[config.mk]
export PLATFORM = sky130hd
export DESIGN_NAME = contador_hacia_arriba_en_ud_lc_counter
export DESIGN_NICKNAME = d
export VERILOG_FILES = /design/src/rtl/contador_hacia_arriba_en_ud_lc_counter.sv
export SDC_FILE = /design/constraint.sdc
export NUM_CORES = 1
export LEC_CHECK = 0
export CORE_AREA = 2 2 39 41
export CTS_CLUSTER_DIAMETER = 50
export CTS_CLUSTER_SIZE = 30
export DETAILED_ROUTE_END_ITERATION = 7
export DIE_AREA = 0 0 41 43
export GPL_TIMING_DRIVEN = 0
export PLACE_DENSITY = 0.49
export SETUP_SLACK_MARGIN = 0.3
export SLEW_MARGIN = 20
export SYNTH_ARGS = -nofsm -noshare
export SYNTH_HDL_FRONTEND = slang
export SYNTH_SLANG_ARGS = --single-unit
[constraint.sdc]
create_clock -name clk -period 1.6 [get_ports clk]
set_input_delay 0.48 -clock clk [delete_from_list [all_inputs] [get_ports clk]]
set_output_delay 0.48 -clock clk [all_outputs]
set_load 0.05 [all_outputs]
[src/rtl/contador_hacia_arriba_en_ud_lc_counter.sv]
// Up/down counter with enable and synchronous parallel load.
// Update priority on each rising edge: reset, then load, then count.
module contador_hacia_arriba_en_ud_lc_counter #(
    parameter int WIDTH = 4
) (
    input  logic             clk,
    input  logic             rst,
    input  logic             enable,
    input  logic             UD,
    input  logic             LC,
    input  logic [WIDTH-1:0] entradaParalela,
    output logic [WIDTH-1:0] cuenta
);

    logic [WIDTH-1:0] cuenta_q;
    logic [WIDTH-1:0] cuenta_d;
    logic [WIDTH-1:0] paso;

    // Adding all-ones is a decrement modulo 2^WIDTH, so one adder serves both directions.
    assign paso = UD ? {WIDTH{1'b1}} : {{(WIDTH-1){1'b0}}, 1'b1};

    always_comb begin
        cuenta_d = cuenta_q;
        if (LC) begin
            cuenta_d = entradaParalela;
        end else if (enable) begin
            cuenta_d = cuenta_q + paso;
        end
    end

    always_ff @(posedge clk) begin
        if (rst) begin
            cuenta_q <= '0;
        end else begin
            cuenta_q <= cuenta_d;
        end
    end

    assign cuenta = cuenta_q;

endmodule

# [Word-level counts from Yosys, hierarchy flattened]
# Cells that the tools add are included.
[totals] reg_bits=4 in_bits=9 out_inout_bits=4 word_cells=6
[classes] n_addsub=1 mux=3 reduce_logical=1
[ops] operator="two-way mux 4 bit" count=3
[ops] operator="adder 4 bit" count=1
[ops] operator="nonzero test 2 bit" count=1

# [Longest topological paths before layout]
[depth] word_depth=4 mapped_depth=5 mapped_depth_nobuf=5

# [Worst setup path after synthesis]
# OpenSTA, ideal clock, no wires.
[synth_path] path_kind="register to register" startpoint="register cuenta_q[2] (netlist: cuenta[2])" endpoint="register cuenta_q[3] (netlist: cuenta[3])" setup_time_ns=0.123 arrival_ns=1.607 required_time_ns=1.477 slack_ns=-0.129 path_stages_with_launch=5 n_path_buf=0 synth_period_minus_slack_ns=1.729 path_cell_list="dfxtp_1 > ha_1 > a21oi_1 > a2111oi_2 > a311o_2"
[synth_via] elab_chain_len=3
[synth_rtl] item="start: declaration" line="15" text="logic [WIDTH-1:0] cuenta_q;"
[synth_rtl] item="start signal: assignment" line="35" text="cuenta_q <= cuenta_d;"
[synth_rtl] item="adder 4 bit" line="27" text="cuenta_d = cuenta_q + paso;"
[synth_rtl] item="two-way mux 4 bit" line="26" text="end else if (enable) begin"
[synth_rtl] item="two-way mux 4 bit" line="24" text="if (LC) begin"
# Every way passes these cells. The select of a mux whose other input is x is not followed.
# A chain may end at the register's enable or synchronous reset.

# [Worst setup path after layout]
[layout_path] startpoint="register cuenta_q[0] (netlist: cuenta[0])" endpoint="register cuenta_q[1] (netlist: cuenta[1])"
# The elaborated chain is that of the path after synthesis.

==> metrics.txt <==
Seq/Total Area, Yosys 26.4%; Net Sw Frac 33.8%; P per Cell Area 785 nW/um2; DR DRC count 0; metal3 WL 47 um; Clk pwr share 31.3%; most common cell in the synthesized netlist inv_1; Sink Count 4; initial antenna violation count 0; first-pass GRT wire length 1320 um; dpl hpwl 620 um; Bufs on Longest Clock Path 2; CTS tree done; root buf cell clkbuf_4; Synth top area share 26.4%; # fillers 149; Via density 4.62; core area 1380 um2; HP Class in -> reg; GPL Wtd Cong 0.685; Area Growth Syn to Fin 81.4%; Post-synth EDFFs 0; crit path max fanout 3; worst stage delay on the critical path 430 ps; Met2 Routed Length 449 um; FF+latch count, synth 4; clk_skew 3.02 ps; post-synthesis net count 46; nets@finish 63; share of power burned in registers 28.0%; post-route minimum period 1320 ps; Final WS setup 279 ps; max_slew headroom 79.0%; DR vias 305; CP Capture Type flop; row count 14; met1 WL 330 um; type of origin of the critical path flop; # setup viols final 0; Synth cell types 19; die area 1760 um2; number of max-cap violations 0; Port Buffers 11; H-tree depth 1; hold buffer count at CTS 0; Diodes inserted 0; # IOs 13; switching power 146 uW; Mapped Cells 34; Chip Height 43 um; final worst path period share 82.6%; CP Data Arrival Time 1480 ps; initial core utilization 21.9%; FMAX 757 MHz; status finished clean; DRT iter0 DRCs 1; GRT Overall Usage 12.1%; Clock Latency Late Sink 230 ps; GRT Residual Overflow 0; kind of critical path reg -> reg; CTS buffer count 3; largest area contributor in the netlist dfxtp_1; Final Hold Vio Count 0; CP required 1760 ps; largest net degree at the start of global routing 9; DP Worst Slack -535 ps; Netlist Area Pre-Place 303 um2; share of cells above drive strength 1 54.0%; RSZ-0062 raised after global routing true; Gate power share 40.8%; maximum vdd drop 0.299 mV; largest cells by area after synthesis dfxtp_1 (26%), ha_1 (8.3%), a21oi_1 (6.6%); Final ANT Viol Nets 0; Yosys warnings 0; width of the chip 41 um; max reg flops 4; top cells by count, synth inv_1 (5), a21oi_1 (4), dfxtp_1 (4); Critical Path, Cell by Cell inv_2 > fa_2 > a211o_2 > a21oi_2; Initial DRT Pass Iterations 2; Async S/R FF share, synth 0%; vias in the first global route 295; Final Max Slew Viols 0; Pint 285 uW; Pleak 0.221 nW; Worst-path clk slew 40 ps; Top Metal Used met4; filler-free cell count of the finished design 66; Synth Flop Type dfxtp_1; WL final 832 um; Worst path slowest cell fa_2; Routed WL per cell 12.6 um; Mean Syn Cell Area 8.91 um2; placed cell count 61; Worst Max-Slew Pin Slew 314 ps
==> area by class of cell <==
type / count / area, um2 / share of cell area, %
multi-input cells: 24 / 262 / 47.6
inverters: 5 / 21.3 / 3.87
well taps: 16 / 20.0 / 3.64
clock buffers: 4 / 26.3 / 4.78
flip-flops and latches: 4 / 91.3 / 16.6
repair buffers: 12 / 118 / 21.4
plain buffers: 1 / 11.3 / 2.05
==> cell usage in the layout, fill, tap and decap left out <==
cell type,instances
a221oi_2,1
clkdlybuf4s50_1,4
buf_8,1
nor2_1,2
nand2_1,3
dfxtp_1,1
nor3b_1,1
dfxtp_4,3
clkbuf_2,1
a311o_2,1
a21oi_2,1
clkbuf_4,3
buf_6,4
or3b_1,1
clkbuf_1,1
a21oi_4,1
a2111oi_4,1
nand3_4,1
inv_2,2
ha_4,1
nand2b_1,1
dlygate4sd2_1,1
ha_1,1
buf_4,2
inv_1,2
a21oi_1,2
inv_4,1
xor2_1,2
fa_2,1
xnor2_2,1
a211o_2,1
mux2i_1,1
==> final timing paths <==
check / from / to / slack (ps) / depth (start not counted)
setup / recovery: cuenta[0]$_SDFFE_PP0P_ / cuenta[1]$_SDFFE_PP0P_ / 280 / 4
hold / removal: LC / cuenta[2]$_SDFFE_PP0P_ / 460 / 2
setup reg to reg: cuenta[0]$_SDFFE_PP0P_ / cuenta[1]$_SDFFE_PP0P_ / 280 / 4
hold reg to reg: cuenta[2]$_SDFFE_PP0P_ / cuenta[2]$_SDFFE_PP0P_ / 630 / 2
==> worst max-delay path, delay by kind of cell (launching register included) <==
kind | cells | cell delay [ps]
buffers and inverters | 1 | 60
flip-flops | 1 | 340
AO/OA/AOI/OAI | 2 | 410
adder cells (fa/ha/maj) | 1 | 430
==> metrics by stage <==
step           hold slack, ps  area (um2)  TNS, ps  power (mW)  util [%]
2_1_floorplan             539         333        0       0.210         -
3_3_place_gp              593         463    -1560       0.259      33.5
3_5_place_dp              598         463    -1680       0.262      33.5
4_1_cts                   451         514        0       0.418      37.2
5_1_grt                   458         549        0       0.465      39.7
6_report                  459         549        0       0.431      39.7
==> timing repair <==
action / in CTS / in global routing
resized for setup: 39 / 8
setup buffers: 1 / 0
endpoints found under the setup margin: 7 / 6
pin swaps: 8 / 1
==> power by group through the flow <==
stage               sequential [mW]  combinational, mW  clock (mW)
floorplan                     0.151             0.0586           0
global route                  0.122              0.188       0.155
global placement              0.121              0.138           0
finish                        0.121              0.176       0.135
detailed placement            0.122              0.140           0
CTS                           0.120              0.155       0.143
==> kinds of logic (layout without fill, tap and decap cells) <==
| logic type | count (synthesis) | after routing | share of synthesized area (%) |
|---|---|---|---|
| DFF | 4 | 4 | 26.4 |
| AOI/OAI and AO/OA | 8 | 8 | 21.5 |
| and+or+nand+nor | 9 | 9 | 15.3 |
| muxes | 1 | 1 | 3.31 |
| adders and majority gates | 3 | 3 | 14.9 |
| buffers and inverters | 6 | 22 | 9.92 |
| xor gates and xnor gates | 3 | 3 | 8.68 |
==> metal layers <==
metal  global-route usage, %  vias to the layer above
li1                        -                      150
met1                    12.9                      144
met2                    18.4                        9
met3                    6.28                        2
met4                    6.00                        0
met5                       0                        -
(Power assumes the default switching activity.)
==> variant 1 (config.mk and constraints unchanged) <==
Make the reset (`rst`) asynchronous in one clocked block.
--- a/src/rtl/contador_hacia_arriba_en_ud_lc_counter.sv
+++ b/src/rtl/contador_hacia_arriba_en_ud_lc_counter.sv
@@ -28,7 +28,7 @@
         end
     end
 
-    always_ff @(posedge clk) begin
+    always_ff @(posedge clk or posedge rst) begin
         if (rst) begin
             cuenta_q <= '0;
         end else begin
Behaviour: differs if rst is asserted again (counterexample within 4 cycles, from zero or initial values and one cycle with rst high); with rst held inactive, the same outputs for 10 cycles.
==> variant 1 against the original RTL <==
Cell area down 6.8%; largest power group unchanged; clock skew decreased by 0.0029 ns; routed wire length fell by 25%; total power rose by 12%; area after synthesis rose by 3.3%; setup slack improved by 0.021 ns; worst hold slack lost 0.028 ns; largest cell class unchanged; sequential cell count unchanged; critical endpoint is now cuenta[2].
==> variant 1: results (changes against the original RTL) <==
| Metric | Value |
|---|---|
| Status | `completed` |
| CP max stage cell | `dfrtp_2` |
| Comb pwr share | `45.3% (+4.5 points)` |
| Switching Fraction | `35.83% (+2.0 points)` |
| First-pass GRT wire length | `1069 um (-19%)` |
| Vias/cell | `4.418 (-4.4%)` |
| Routed vias | `296 (-3.0%)` |
| Postcts setup bufs | `0 (-1)` |
| R2R depth | `3 (-1)` |
| Synth area leaders | `dfrtp_1 32%, ha_1 8.0%, fa_1 6.4%` |
| Layout cell share with drive strength beyond 1 | `39.22% (-15 points)` |
| Crit path launch | `cuenta[2]` |
| Largest net degree at the start of global routing | `11 (+2)` |
| Leak Pwr | `0.2172 nW (-1.5%)` |
| Routed WL | `624 um (-25%)` |
| Global Route Usage Sum | `8.990% (-3.1 points)` |
| Top delay family on crit path | `flip-flops` |
| DR iter-0 viols | `2 (+1)` |
| Synthesized instance count | `35 (+2.9%)` |
| CP endpoint | `cuenta[2]` |
| VDD IR max | `373.8 uV (+25%)` |
| Hpwl dp | `508.3 um (-18%)` |
| Clock skew | `0.0001206 ns (-0.002901 ns)` |
| Worst R2R Setup Slack | `0.31 ns (+0.03 ns)` |
| Fraction of the yosys area taken by sequential cells | `32.00% (+5.6 points)` |
| Net Count, Synth | `47 (+2.2%)` |
| Worst reg2reg startpoint | `cuenta[3]` |
| Async SR Flop Fraction | `100.0% (+100 points)` |
| Hold Slack | `0.4302 ns (-0.02831 ns)` |
| Critical Path AT | `0.82 ns (-0.66 ns)` |
| Placer congestion estimate | `0.6015 (-12%)` |
| Critical R2R Capture | `cuenta[3]` |
| Vias in the first global route | `281 (-4.7%)` |
| Worst Hold Class | `input port to asynchronous set/reset pin` |
| Most instantiated cells after synthesis | `4 x dfrtp_1, 4 x inv_1, 4 x nand2_1` |
| Final #Nets | `65 (+3.2%)` |
| Worst slack, placed | `-0.5418 ns (-0.006378 ns)` |
| # fillers | `150 (+0.67%)` |
-- variant 1: changes by cell type after synthesis, moves of 2 or more --
cell,unedited run,this run
xor2_1,2,0
dfxtp_1,4,0
nor2_1,2,0
o21ai_1,0,3
dfrtp_1,0,4
a21oi_1,4,2
-- variant 1: cell type report --
class                      instances  area share, %
clock buffer                       3          4.401
sequential                         4          20.54
buffer                             2          3.178
multi-input combinational         25          39.36
inverter                           4          2.934
tap                               16          3.912
timing repair buffer              13          25.67
-- variant 1: metal layers --
layer  GRT usage [%]  wire (um)  part of all wire, %
met5               0          0                    0
met4           6.000          0                    0
met1           12.13        285                   46
met2           12.50        292                   47
met3           1.571         45                  7.2
-- variant 1: cells by family after synthesis --
family,Yosys count,synth area share [%]
AND/OR/NAND/NOR,11,21.60
AO/OA/AOI/OAI,8,14.80
buffers and inverters,6,8.398
flip-flops,4,32.00
adder cells (fa/ha/maj),3,14.40
XOR/XNOR,2,5.601
multiplexers,1,3.200
==> variant 2 (same settings) <==
Made on the original files. Put one more register stage on the output `cuenta`, without a reset. The value now appears one clock later.
--- a/src/rtl/contador_hacia_arriba_en_ud_lc_counter.sv
+++ b/src/rtl/contador_hacia_arriba_en_ud_lc_counter.sv
@@ -36,7 +36,9 @@
         end
     end
 
-    assign cuenta = cuenta_q;
+    always_ff @(posedge clk) begin
+        cuenta <= cuenta_q;
+    end
 
 endmodule
 
Function: changed (Yosys sat finds a counterexample within 4 cycles, from zero or initial values and one cycle with rst high).
==> variant 2 against the original RTL <==
Critical path depth stayed put; routed wire length grew 1.3%; setup slack improved by 0.036 ns; area after synthesis up 26%; clock power increased by 16%; worst hold slack got worse by 0.081 ns; critical path type is now input port to register; total power up 30%; via count is 6.6% higher; sequential cell count rose by 4; fmax is 2.8% higher; cell area is 13% higher; largest power group is now sequential cells; die area unchanged; core utilization is 5.3 points higher.
==> variant 2: results (changes against the original RTL) <==
| Metric | Value |
|---|---|
| Status | `completed` |
| Clock skew | `0.001077 ns (-0.001945 ns)` |
| Max-Slew Margin vs Limit | `78.32% (-0.67 points)` |
| Net Count, Synth | `50 (+8.7%)` |
| H-tree Lvls | `1 (unchanged)` |
| CP max stage cell | `a311o_2` |
| Cell variety after synth | `19 (unchanged)` |
| Synth area leaders | `dfxtp_1 42%, ha_1 6.5%, a21oi_1 5.2%` |
| Worst reg2reg startpoint | `cuenta_q[2]` |
| Final #Nets | `69 (+9.5%)` |
| DR iter-0 viols | `3 (+2)` |
| N_diodes | `0 (unchanged)` |
| Top delay family on crit path | `compound AO/OA/AOI/OAI gates` |
| Clock Latency Late Sink | `0.25 ns (+0.02 ns)` |
| Routed vias | `325 (+6.6%)` |
| Placer congestion estimate | `0.6710 (-2.0%)` |
| Root Driver | `clkbuf_4` |
| Layout cell share with drive strength beyond 1 | `50.91% (-3.1 points)` |
| CTS buffer count | `3 (unchanged)` |
| First-pass DRT Iterations | `3 (+1)` |
| Hpwl dp | `590.9 um (-4.6%)` |
| First-pass GRT wire length | `1269 um (-4.2%)` |
| Worst Hold Class | `register to register` |
| Async SR Flop Fraction | `0% (unchanged)` |
| Fraction of the yosys area taken by sequential cells | `41.83% (+15 points)` |
| Worst slack, placed | `-0.5884 ns (-0.05293 ns)` |
| Largest net degree at the start of global routing | `9 (unchanged)` |
| Post-Syn Area per Cell | `10.08 um2 (+13%)` |
| Crit path launch | `enable` |
| Port Buf Inserts | `11 (unchanged)` |
| Leak Pwr | `0.2597 nW (+18%)` |
| Hold Startpoint | `cuenta_q[3]` |
| VDD IR max | `351.5 uV (+17%)` |
| Most instantiated cells after synthesis | `8 x dfxtp_1, 5 x inv_1, 4 x a21oi_1` |
| Critical Path Max Stage Delay | `0.38 ns (-0.05 ns)` |
| # fillers | `141 (-5.4%)` |
| Post-placement cell area | `539.3 um2 (+16%)` |
| Max Root-Sink Buffers | `2 (unchanged)` |
| Biggest regs | `cuenta (4), cuenta_q (4)` |
| Routed WL | `843 um (+1.3%)` |
| Dpl cells | `65 (+6.6%)` |
| Crit-path max FO | `7 (+4)` |
| Vias/cell | `4.577 (-0.95%)` |
| Synth warnings | `0 (unchanged)` |
| Worst-path clk slew | `0.05 ns` |
| Antenna violations before repair | `0 (unchanged)` |
| Critical Path AT | `1.43 ns (-0.05 ns)` |
| Global Route Usage Sum | `11.91% (-0.15 points)` |
| Vias in the first global route | `311 (+5.4%)` |
variant 2: power breakdown:
part	internal, mW	leakage [nW]	switching (mW)
Clock	0.0860	0.0138	0.0710
Combinational	0.0816	0.178	0.0919
Sequential	0.218	0.0677	0.0105
variant 2: what timing repair did:
item / 4_1_cts / 5_1_grt
pin swaps: 2 / 5
resized for setup: 35 / 10
buffers inserted: 2 / 1
setup endpoints to repair: 7 / 6
variant 2: area by class of cell:
class | count | area [um2] | share of cell area [%]
plain buffers | 1 | 11.26 | 1.807
clock buffers | 3 | 22.52 | 3.614
multi-input cells | 24 | 254.0 | 40.76
inverters | 5 | 26.28 | 4.217
repair buffers | 14 | 122.6 | 19.68
well taps | 16 | 20.02 | 3.213
flip-flops and latches | 8 | 166.4 | 26.71
variant 2: path summary, 6_finish.rpt:
| check | end | slack [ns] | depth (start not counted) |
|---|---|---|---|
| worst max-delay path | cuenta_q[3] | 0.32 | 4 |
| worst min-delay path | cuenta[3] | 0.38 | 0 |
| worst max register to register | cuenta_q[3] | 0.32 | 4 |
| worst min register to register | cuenta[3] | 0.38 | 0 |
variant 2: logic make-up (layout without fill, tap and decap cells):
logic type | Yosys count | count (layout) | share of synthesized area, %
flip-flops | 8 | 8 | 41.83
adder cells (fa/ha/maj) | 3 | 3 | 11.76
multiplexers | 1 | 1 | 2.614
AND/OR/NAND/NOR | 9 | 9 | 12.09
AO/OA/AOI/OAI | 8 | 8 | 16.99
XOR/XNOR | 3 | 3 | 6.864
buffers and inverters | 6 | 23 | 7.843
variant 2: routing by layer:
layer / vias to the layer above / global-route usage, % / part of all wire, %
li1: 165 / - / -
met1: 143 / 12.42 / 40
met2: 13 / 16.56 / 50
met3: 4 / 4.712 / 5.6
met4: 0 / 12.00 / 3.8
met5: - / 0 / 0
